<file path="config.mk">
export PLATFORM = sky130hd
export DESIGN_NAME = core_rst_seq
export DESIGN_NICKNAME = d
export VERILOG_FILES = /design/src/rtl/core_rst_seq.sv
export SDC_FILE = /design/constraint.sdc
export NUM_CORES = 1
export LEC_CHECK = 0
export ABC_AREA = 1
export CAP_MARGIN = 40
export CORE_MARGIN = 3
export CORE_UTILIZATION = 40
export CTS_CLUSTER_DIAMETER = 40
export DETAILED_ROUTE_END_ITERATION = 7
export PLACE_DENSITY = 0.71
export SLEW_MARGIN = 20
export SYNTH_ARGS = -nofsm -noshare
export SYNTH_HDL_FRONTEND = slang
export SYNTH_SLANG_ARGS = --single-unit
</file>
<file path="constraint.sdc">
create_clock -name sys_clk -period 4.6 [get_ports sys_clk]
set_clock_uncertainty 0.2 [all_clocks]
set_input_delay 0.46 -clock sys_clk [delete_from_list [all_inputs] [get_ports sys_clk]]
set_output_delay 0.46 -clock sys_clk [all_outputs]
set_load 0.05 [all_outputs]
</file>
<file path="src/rtl/core_rst_seq.sv">
// core_rst_seq: releases present and software-enabled SoC cores from reset
// one at a time, with a fixed stagger between releases. It is controlled
// through a four-register CSR page: CTRL, MASK, STATUS and CAPS.
// Optional feature macro: CORE_RST_SEQ_IRQ_EN adds an irq output and the
// CTRL.IRQEN bit.
// dbg_state exposes the FSM state: 0 IDLE, 1 CHECK, 2 WAIT, 3 DONE.
module core_rst_seq #(
    parameter logic [3:0] csr_addr = 4'h0,
    parameter int         NCORES   = 12,
    parameter int         STAGGER  = 16
) (
    input  logic              sys_clk,
    input  logic              sys_rst_n,
    input  logic [13:0]       csr_a,
    input  logic              csr_we,
    input  logic [31:0]       csr_di,
    output logic [31:0]       csr_do,
    input  logic [31:0]       capabilities,
    output logic [NCORES-1:0] core_rst_n,
    output logic              seq_done,
`ifdef CORE_RST_SEQ_IRQ_EN
    output logic              irq,
`endif
    output logic [1:0]        dbg_state
);

    // A STAGGER of 1 would give a zero-width counter, so keep at least one bit.
    localparam int CNT_W = (STAGGER > 1) ? $clog2(STAGGER) : 1;

    typedef enum logic [1:0] {
        S_IDLE  = 2'd0,
        S_CHECK = 2'd1,
        S_WAIT  = 2'd2,
        S_DONE  = 2'd3
    } state_t;

    state_t            state_q, state_d;
    logic [3:0]        idx_q, idx_d;
    logic [CNT_W-1:0]  cnt_q, cnt_d;
    logic [NCORES-1:0] rst_q, rst_d;
    logic [NCORES-1:0] mask_q, mask_d;
    logic [31:0]       rdata_q, rdata_d;
    logic              irqen_q, irqen_d;
    logic              irq_q, irq_d;

    logic              page_sel;
    logic              wr_ctrl;
    logic              wr_mask;
    logic              start;
    logic              abort;
    logic [NCORES-1:0] eligible;
    logic              unused_bits;

    assign page_sel = (csr_a[13:10] == csr_addr);
    assign wr_ctrl  = page_sel && csr_we && (csr_a[1:0] == 2'd0);
    assign wr_mask  = page_sel && csr_we && (csr_a[1:0] == 2'd1);
    assign start    = wr_ctrl && csr_di[0];
    assign abort    = wr_ctrl && csr_di[1];
    // Sampled live, so changes only matter for indices not yet checked.
    assign eligible = capabilities[NCORES-1:0] & mask_q;

    assign unused_bits = ^{csr_a[9:2], csr_di};

    // Sequencer next state. ABORT wins over everything, including START.
    always_comb begin
        state_d = state_q;
        idx_d   = idx_q;
        cnt_d   = cnt_q;
        rst_d   = rst_q;
        if (abort) begin
            rst_d   = '0;
            state_d = S_IDLE;
        end else begin
            case (state_q)
                S_IDLE, S_DONE: begin
                    // Released cores stay released across a restart.
                    if (start) begin
                        idx_d   = 4'd0;
                        state_d = S_CHECK;
                    end
                end
                S_CHECK: begin
                    if (idx_q == 4'(NCORES)) begin
                        state_d = S_DONE;
                    end else if (eligible[idx_q]) begin
                        rst_d[idx_q] = 1'b1;
                        cnt_d        = CNT_W'(STAGGER - 1);
                        state_d      = S_WAIT;
                    end else begin
                        idx_d = idx_q + 4'd1;
                    end
                end
                S_WAIT: begin
                    if (cnt_q != '0) begin
                        cnt_d = cnt_q - 1'b1;
                    end else begin
                        idx_d   = idx_q + 4'd1;
                        state_d = S_CHECK;
                    end
                end
                default: state_d = S_IDLE;
            endcase
        end
    end

    // Software-visible control registers.
    always_comb begin
        mask_d = mask_q;
        if (wr_mask) begin
            mask_d = csr_di[NCORES-1:0];
        end
        irqen_d = 1'b0;
`ifdef CORE_RST_SEQ_IRQ_EN
        irqen_d = irqen_q;
        if (wr_ctrl) begin
            irqen_d = csr_di[2];
        end
`endif
        irq_d = irqen_q && (state_d == S_DONE) && (state_q != S_DONE);
    end

    // Registered read mux; off-page reads return zero.
    always_comb begin
        rdata_d = '0;
        if (page_sel) begin
            case (csr_a[1:0])
                2'd0: rdata_d[2] = irqen_q;
                2'd1: rdata_d[NCORES-1:0] = mask_q;
                2'd2: begin
                    rdata_d[0]           = (state_q == S_CHECK) || (state_q == S_WAIT);
                    rdata_d[1]           = (state_q == S_DONE);
                    rdata_d[4 +: NCORES] = rst_q;
                end
                default: rdata_d = capabilities;
            endcase
        end
    end

    // State and register update; reset forces every register to its idle value.
    always_ff @(posedge sys_clk or negedge sys_rst_n) begin
        if (!sys_rst_n) begin
            state_q <= S_IDLE;
            idx_q   <= 4'd0;
            cnt_q   <= '0;
            rst_q   <= '0;
            mask_q  <= '1;
            rdata_q <= '0;
            irqen_q <= 1'b0;
            irq_q   <= 1'b0;
        end else begin
            state_q <= state_d;
            idx_q   <= idx_d;
            cnt_q   <= cnt_d;
            rst_q   <= rst_d;
            mask_q  <= mask_d;
            rdata_q <= rdata_d;
            irqen_q <= irqen_d;
            irq_q   <= irq_d;
        end
    end

    assign csr_do     = rdata_q;
    assign core_rst_n = rst_q;
    assign seq_done   = (state_q == S_DONE);
    assign dbg_state  = state_q;
`ifdef CORE_RST_SEQ_IRQ_EN
    assign irq        = irq_q;
`endif

endmodule
</file>
==> results.py, run 1 <==
metrics = {
    "outcome": {
        "status": "finished, final reports clean",
    },
    "critical_path": {
        "r2r_start": "idx_q[0]",
        "cp_slowest_cell": "clkdlybuf4s50_1",
        "worstPathCellList": "clkdlybuf4s50_1, nor2_1, nand3_2, o21ai_2, nor2_2, nand2_2, nand2_1, nand2_1",
        "slowest_delay_ns": 0.78,
        "criticalPathCategory": "in2reg",
        "cp.arrival_ns": 2.84,
        "reg2reg_depth": 8,
        "crit_required_ns": 4.68,
        "startpoint": "csr_a[0]",
        "crit_cells": 8,
        "cp_max_fo": 27,
        "start_kind": "input pin",
        "end_kind": "register",
        "critPathBufInv": 1,
        "cpMostUsedCell": "nand2_1",
        "critPathTopFamily": "simple AND/OR/NAND/NOR gates",
    },
    "place": {
        "placed_cells": 585,
        "gp_congestion": 0.879,
        "pre_cts_slack_ns": 1.42,
        "port_buffers": 99,
        "placed_area_um2": 4450,
        "hpwl_um": 6530,
    },
    "global_routing": {
        "antenna_found_initial": 0,
        "grt_pass1_vias": 2876,
        "grtUsageTotal_pct": 18.3,
        "grt_overflow": 0,
        "grt_max_degree": 44,
        "grt_pass1_wl_um": 14300,
    },
    "layout": {
        "fin_nets": 582,
        "multiInputGateArea_um2": 1480,
        "ff_latch_area_um2": 1670,
        "layout.cells.most_common": "clkdlybuf4s50_1",
        "area_growth_pct": 37.6,
        "diodes": 0,
        "final_area_um2": 4720,
        "layout.cells.non_filler": 603,
        "nFillCells": 751,
        "postLayoutCoreUtil_pct": 57.2,
        "drive_gt1_share_pct": 15.1,
        "final_cell_mix": "clkdlybuf4s50_1 (98), nand2_1 (92), nand3_1 (62)",
    },
    "timing": {
        "fin_crit_sh_pct": 59.9,
        "setup_tns_ns": 0,
        "worstMarginPinSlew_ns": 0.713,
        "fin_ws_ns": 1.84,
        "final.min_clock_period_ns": 2.76,
        "slew_violations": 0,
        "rsz0062_at_grt": "false",
        "relSlewSlack_pct": 52.3,
        "setup_viol": 0,
        "maxClockFrequency_mhz": 363,
        "finalHoldViolCount": 0,
    },
    "synth": {
        "netlist_area_um2": 3430,
        "synthSimpleGateAreaFrac_pct": 29.8,
        "synthMuxAreaShare_pct": 3.83,
        "synth_top_family_by_area": "simple AND/OR/NAND/NOR gates",
        "synth_top_area_share_pct": 39.4,
        "synth_fa_ha_area_share_pct": 2.92,
        "synth_largest_area_cell": "dfrtp_1",
        "synth_nets": 484,
        "netlist_instances": 395,
        "yosysWarnings": 0,
        "synth-xor-area-share_pct": 0,
        "synthDistinctLibCells": 33,
        "synth.area.top_cells": "dfrtp_1 (39%), nand2_1 (10%), dfstp_2 (9.2%)",
        "ys_ff_latch": 66,
        "postSynthAreaPerCell_um2": 8.69,
        "ys_seq_area_share_pct": 48.6,
        "synth-compound-area-share_pct": 6.56,
    },
    "die": {
        "start_util_pct": 41.5,
        "row_count": 33,
        "die_w_um": 98.6,
        "ios": 128,
        "die_y_um": 98.6,
        "core-area_um2": 8260,
        "die_area_um2": 9720,
    },
    "routing": {
        "drtIter0Drc": 131,
        "vias_per_cell": 4.96,
        "firstDrtPassIters": 4,
        "wl_per_cell_um": 14.6,
        "drt_wl_total_um": 8810,
        "num_vias": 2991,
        "drtAntennaViolNets": 0,
        "drc": 0,
    },
    "hold_path": {
        "min_path_cells": 2,
        "holdCritStartpoint": "mask_q[5]",
        "hp-class": "reg2reg",
    },
    "power": {
        "power_density_nw_per_um2": 475,
        "vdd_drop_max_v": 0.000228,
        "p_leak_nw": 2.20,
    },
    "clock_tree": {
        "clock-sinks": 66,
        "cts.htree.levels": 3,
        "numCtsBuffers": 9,
        "cts_setup_buffers": 0,
        "tritoncts": "yes",
        "clkLatencyLatePin_ns": 0.34,
        "clk_pin_slew_ns": 0.07,
        "cts_root_buffer": "clkbuf_8",
        "ctsLongestPathBuffers": 2,
    },
    "run": {
        "maxCapViolCount": 0,
    },
}
## cell families (layout without fill, tap and decap cells)
| group | Yosys count | after routing |
|---|---|---|
| AOI/OAI and AO/OA | 38 | 38 |
| muxes | 10 | 10 |
| DFF | 66 | 66 |
| and+or+nand+nor | 212 | 212 |
| buffers and inverters | 61 | 164 |
| adders and majority gates | 8 | 8 |
## registers in the layout, indices dropped and copies added, names as in the netlist
register    flops
mask_q         12
idx_q           4
dbg_state       2
csr_do         32
core_rst_n     12
cnt_q           4
## tightest hold or removal path, cell delays in order (launching register included)
cell and delay, ns:
dfstp_2 0.38, inv_1 0.06, a21oi_1 0.06
## report_power, final
group	leakage (nW)	internal (mW)	switching, mW
logic	1.22	0.310	0.566
registers	0.857	0.673	0.0866
clock network	0.127	0.377	0.229
## cells in the mapped netlist
| cell | number |
|---|---|
| o31ai_1 | 1 |
| o211ai_1 | 7 |
| nand2_2 | 5 |
| inv_6 | 1 |
| mux2_1 | 1 |
| dfstp_2 | 12 |
| nand3_1 | 62 |
| nand3_2 | 14 |
| inv_4 | 1 |
| buf_2 | 2 |
| clkbuf_1 | 7 |
| dfrtp_1 | 54 |
| nor2_1 | 26 |
| o21ai_0 | 10 |
| ha_1 | 8 |
| mux2_4 | 5 |
| nand2_1 | 92 |
| nand4_1 | 3 |
| nor3b_1 | 1 |
| nor2_4 | 2 |
| inv_2 | 4 |
| buf_4 | 2 |
| buf_12 | 1 |
| inv_1 | 40 |
| buf_6 | 3 |
| o21ai_2 | 1 |
| o21bai_1 | 4 |
| a31oi_1 | 1 |
| or2_2 | 1 |
| nand2_4 | 1 |
| mux2_2 | 4 |
| nor2_2 | 5 |
| a21oi_1 | 14 |
## path summary, 6_finish.rpt
kind                                 end  slack [ns]
max                             cnt_q[1]        1.84
min                            mask_q[5]        0.30
max reg2reg                core_rst_n[0]        2.48
min reg2reg                    mask_q[5]        0.30
max in group asynchronous      mask_q[3]        2.82
min in group asynchronous     csr_do[10]        0.43
## through the flow
stage	hold slack, ns	power (mW)
3_3_place_gp	0.260	1.63
3_5_place_dp	0.265	1.64
5_1_grt	0.309	2.38
4_1_cts	0.298	2.25
2_1_floorplan	-0.0356	1.39
6_report	0.296	2.24
## cell type report
type                    count  area share [%]
multi-input cells         268            31.3
clock buffers              10            2.91
clock inverters             6            2.38
well taps                 105            2.78
inverters                  46            3.82
repair buffers            102            21.5
flip-flops and latches     66            35.3
## repair_timing
action                    in CTS  in global routing
hold endpoints to repair      17                  0
gates resized for setup        0                  0
hold buffers                   1                  0
## layer usage
| layer | share of wire (%) | wire length [um] | GRT usage, % |
|---|---|---|---|
| met1 | 45 | 3920 | 24.8 |
| met2 | 46 | 4080 | 28.9 |
| met3 | 7.3 | 643 | 4.18 |
| met4 | 1.8 | 160 | 6.41 |
| met5 | 0 | 0 | 0 |
(Power assumes the default switching activity.)
==> run 2, diff against run 1 <==
- PLACE_DENSITY: 0.71 -> 0.74
- clock period: 4.6 -> 2.2 ns (I/O delays scaled with it)
==> results.py, run 2 (same netlist as run 1, synthesis figures left out) <==
metrics = {
    "layout": {
        "largest_reg_flops": 32,
        "final_cell_mix": "clkdlybuf4s50_1 (97), nand2_1 (92), nand3_1 (62)",
        "layout.cells.most_common": "clkdlybuf4s50_1",
        "fin_nets": 591,
        "postLayoutCoreUtil_pct": 57.4,
        "area_growth_pct": 38.2,
        "drive_gt1_share_pct": 16.6,
        "layout.cells.non_filler": 612,
        "diodes": 0,
    },
    "power": {
        "vdd_drop_max_v": 0.000403,
        "swShare_pct": 40.8,
        "p_leak_nw": 2.22,
        "clockPowerShare_pct": 22.8,
        "combPwrFrac_pct": 41.9,
        "power_density_nw_per_um2": 937,
        "switching_power_mw": 1.82,
        "p_int_mw": 2.63,
        "power_frac_seq_pct": 35.3,
    },
    "routing": {
        "firstDrtPassIters": 4,
        "drtAntennaViolNets": 0,
        "drt_wl_total_um": 8900,
        "drc": 0,
        "drtIter0Drc": 117,
        "wl_per_cell_um": 14.5,
        "num_vias": 3038,
        "vias_per_cell": 4.96,
    },
    "clock_tree": {
        "cts_setup_buffers": 0,
        "cts.htree.levels": 3,
        "numCtsBuffers": 9,
        "clock-sinks": 66,
        "tritoncts": "yes",
        "clkLatencyLatePin_ns": 0.34,
        "ctsResizeCount": 0,
        "ctsLongestPathBuffers": 2,
        "cts_root_buffer": "clkbuf_8",
        "clk_pin_slew_ns": 0.07,
    },
    "critical_path": {
        "critPathTopFamily": "buffers and inverters",
        "reg2reg_depth": 9,
        "end_kind": "output port",
        "critPathBufInv": 1,
        "r2r_start": "idx_q[0]",
        "crit_cells": 1,
        "r2r_end": "core_rst_n[0]",
        "cp_slowest_cell": "clkdlybuf4s50_1",
        "cp_max_fo": 4,
        "crit_required_ns": 1.78,
        "r2r_setup_slack_ns": 0.29,
        "slowest_delay_ns": 0.85,
        "worstPathCellList": "clkdlybuf4s50_1",
        "cp.arrival_ns": 1.65,
        "criticalPathCategory": "reg2out",
        "start_kind": "register",
    },
    "timing": {
        "maxClockFrequency_mhz": 483,
        "hold_slack_ns": 0.190,
        "slew_violations": 0,
        "rsz0062_at_grt": "false",
        "setup_tns_ns": 0,
        "worstMarginPinSlew_ns": 0.530,
        "fin_ws_ns": 0.131,
        "finalHoldViolCount": 0,
        "relSlewSlack_pct": 64.5,
        "final.min_clock_period_ns": 2.07,
        "setup_viol": 0,
        "fin_crit_sh_pct": 94.1,
    },
    "die": {
        "die_area_um2": 9720,
        "die_y_um": 98.6,
        "row_count": 33,
        "core-area_um2": 8260,
        "ios": 128,
        "start_util_pct": 41.5,
        "die_w_um": 98.6,
    },
    "global_routing": {
        "grt_pass1_vias": 3126,
        "grt_overflow": 0,
        "grtUsageMet1_pct": 25.3,
        "grt_pass1_wl_um": 15300,
        "grt_use_met2_pct": 31.6,
        "antenna_found_initial": 0,
        "use_met3_pct": 4.95,
        "grt_max_degree": 28,
        "grtUsageTotal_pct": 19.5,
        "busiest_layer": "met2",
    },
    "place": {
        "placed_cells": 595,
        "hpwl_um": 6800,
        "port_buffers": 99,
        "pre_cts_slack_ns": 0.184,
        "gp_congestion": 0.902,
    },
    "hold_path": {
        "hp-class": "in2async",
    },
    "outcome": {
        "status": "finished, final reports clean",
    },
    "run": {
        "maxCapViolCount": 0,
    },
}
-- run 2: repair_timing --
| action | CTS | global route |
|---|---|---|
| endpoints found under the setup margin | 0 | 0 |
| hold buffers | 1 | 0 |
| endpoints found under the hold margin | 13 | 0 |
-- run 2: power groups by stage --
stage	combinational [mW]	sequential (mW)	clock (mW)
6_report	1.86	1.57	1.01
5_1_grt	2.08	1.60	1.09
4_1_cts	1.88	1.57	1.04
3_5_place_dp	1.86	1.59	0
3_3_place_gp	1.83	1.59	0
2_1_floorplan	1.08	1.83	0
-- run 2: stage by stage --
stage          total power, mW  cell area [um2]
6_report                  4.45             4740
5_1_grt                   4.77             4740
4_1_cts                   4.48             4740
3_5_place_dp              3.45             4540
3_3_place_gp              3.42             4540
2_1_floorplan             2.91             3430
-- run 2: worst max-delay path by stage --
stage | slack (ns) | end | startpoint
4_1_cts | 0.07 | core_rst_n[10] | core_rst_n[10]
2_1_floorplan | 0.28 | idx_q[1] | dbg_state[0]
6_report | 0.13 | core_rst_n[10] | core_rst_n[10]
3_3_place_gp | 0.21 | core_rst_n[0] | capabilities[7]
5_1_grt | 0.04 | core_rst_n[10] | core_rst_n[10]
3_5_place_dp | 0.18 | core_rst_n[1] | capabilities[7]
-- run 2: final cells by class --
type,count,area [um2]
Sequential cell,66,1670
Clock inverter,5,55.1
Tap cell,105,131
Fill cell,732,3520
Multi-Input combinational cell,268,1480
Timing Repair Buffer,111,1090
Clock buffer,11,141
Inverter,46,180
-- run 2: routing by layer --
| metal | vias up | share of wire (%) |
|---|---|---|
| met5 | - | 0 |
| met1 | 1416 | 43 |
| met2 | 111 | 48 |
| met3 | 14 | 7.6 |
| li1 | 1497 | - |
| met4 | 0 | 1.2 |
==> run 3, diff against run 2 <==
- CORE_MARGIN: 3 -> default
==> results.py, run 3 (same netlist as run 1, synthesis figures left out) <==
metrics = {
    "die": {
        "core-area_um2": 8260,
        "die_w_um": 94.6,
        "die_y_um": 94.6,
        "ios": 128,
        "row_count": 33,
        "die_area_um2": 8950,
        "start_util_pct": 41.5,
    },
    "routing": {
        "num_vias": 3039,
        "wl_per_cell_um": 14.3,
        "drtAntennaViolNets": 0,
        "vias_per_cell": 4.97,
        "wl_met3_um": 707,
        "drtIter0Drc": 102,
        "wl_met1_um": 3710,
        "drt_wl_total_um": 8780,
        "wl_met2_um": 4260,
        "drc": 0,
        "firstDrtPassIters": 4,
        "highest-signal-layer": "met4",
    },
    "place": {
        "placed_area_um2": 4540,
        "hpwl_um": 6500,
        "port_buffers": 99,
        "placed_cells": 595,
        "gp_congestion": 0.854,
    },
    "critical_path": {
        "reg2reg_depth": 8,
        "worstPathCellList": "clkdlybuf4s50_1",
        "end_kind": "output port",
        "start_kind": "register",
        "critPathTopFamily": "buffers and inverters",
        "criticalPathCategory": "reg2out",
        "cp_slowest_cell": "clkdlybuf4s50_1",
        "slowest_delay_ns": 0.84,
        "crit_required_ns": 1.78,
        "crit_cells": 1,
        "cp_max_fo": 4,
        "cp.arrival_ns": 1.63,
        "critPathBufInv": 1,
    },
    "layout": {
        "area_growth_pct": 39.8,
        "largest_reg_flops": 32,
        "postLayoutCoreUtil_pct": 58.1,
        "drive_gt1_share_pct": 16.8,
        "final_area_um2": 4800,
        "layout.cells.most_common": "clkdlybuf4s50_1",
        "fin_nets": 591,
        "layout.cells.non_filler": 612,
        "diodes": 0,
        "final_cell_mix": "clkdlybuf4s50_1 (97), nand2_1 (92), nand3_1 (62)",
    },
    "clock_tree": {
        "cts.htree.levels": 3,
        "clock-sinks": 66,
        "cts_root_buffer": "clkbuf_8",
        "cts_setup_buffers": 0,
        "clk_pin_slew_ns": 0.08,
        "clkLatencyLatePin_ns": 0.34,
        "hold_buffers": 1,
        "tritoncts": "yes",
        "ctsLongestPathBuffers": 2,
        "numCtsBuffers": 9,
        "ctsResizeCount": 0,
    },
    "timing": {
        "maxClockFrequency_mhz": 487,
        "relSlewSlack_pct": 64.3,
        "setup_viol": 0,
        "final.min_clock_period_ns": 2.05,
        "finalHoldViolCount": 0,
        "slew_violations": 0,
        "worstMarginPinSlew_ns": 0.533,
        "fin_crit_sh_pct": 93.4,
        "setup_tns_ns": 0,
        "rsz0062_at_grt": "false",
    },
    "global_routing": {
        "grtUsageTotal_pct": 20.1,
        "antenna_found_initial": 0,
        "grt_pass1_vias": 2881,
        "grt_overflow": 0,
        "grt_pass1_wl_um": 13600,
        "grt_max_degree": 47,
    },
    "hold_path": {
        "hp-class": "in2async",
    },
    "power": {
        "p_leak_nw": 2.25,
        "finalPower_mw": 4.71,
        "vdd_drop_max_v": 0.000423,
        "power_density_nw_per_um2": 982,
    },
    "outcome": {
        "status": "finished, final reports clean",
    },
    "run": {
        "maxCapViolCount": 0,
    },
}
run 3: changes by cell type in the layout (fill, tap and decap cells not counted), sizes merged:
| cell | delta |
|---|---|
| inv | +1 |
| clkbuf | -1 |
| bufinv | +2 |
| clkinvlp | -2 |
run 3: area by class of cell:
| class | count | area (um2) |
|---|---|---|
| Clock inverter | 6 | 113 |
| Timing Repair Buffer | 111 | 1090 |
| Sequential cell | 66 | 1670 |
| Tap cell | 105 | 131 |
| Inverter | 46 | 180 |
| Fill cell | 739 | 3460 |
| Multi-Input combinational cell | 268 | 1480 |
| Clock buffer | 10 | 138 |
run 3: per-layer routing:
layer	GRT usage [%]	up-vias
met5	0	-
met4	9.34	0
met3	4.43	12
met2	33.2	124
met1	24.9	1404
li1	-	1499
run 3: stage by stage:
stage               setup WS (ns)  hold slack, ns
global route                0.110           0.201
global placement            0.239        -0.00151
finish                      0.146           0.189
CTS                         0.143           0.186
floorplan                   0.283          -0.276
detailed placement          0.202          0.0118
run 3: path summary, 6_finish.rpt:
check	start	to	slack (ns)
worst min-delay path	sys_rst_n	core_rst_n[6]	0.19
worst max register to register	idx_q[0]	core_rst_n[0]	0.30
max in group asynchronous	sys_rst_n	mask_q[0]	0.94
worst max-delay path	core_rst_n[9]	core_rst_n[9]	0.15
min in group sys_clk	capabilities[22]	csr_do[22]	0.21
worst min register to register	cnt_q[1]	cnt_q[1]	0.30
run 3: where the power goes:
group / internal (mW) / switching (mW)
combinational: 0.673 / 1.21
clock: 0.788 / 0.477
sequential: 1.41 / 0.160
total: 2.87 / 1.84
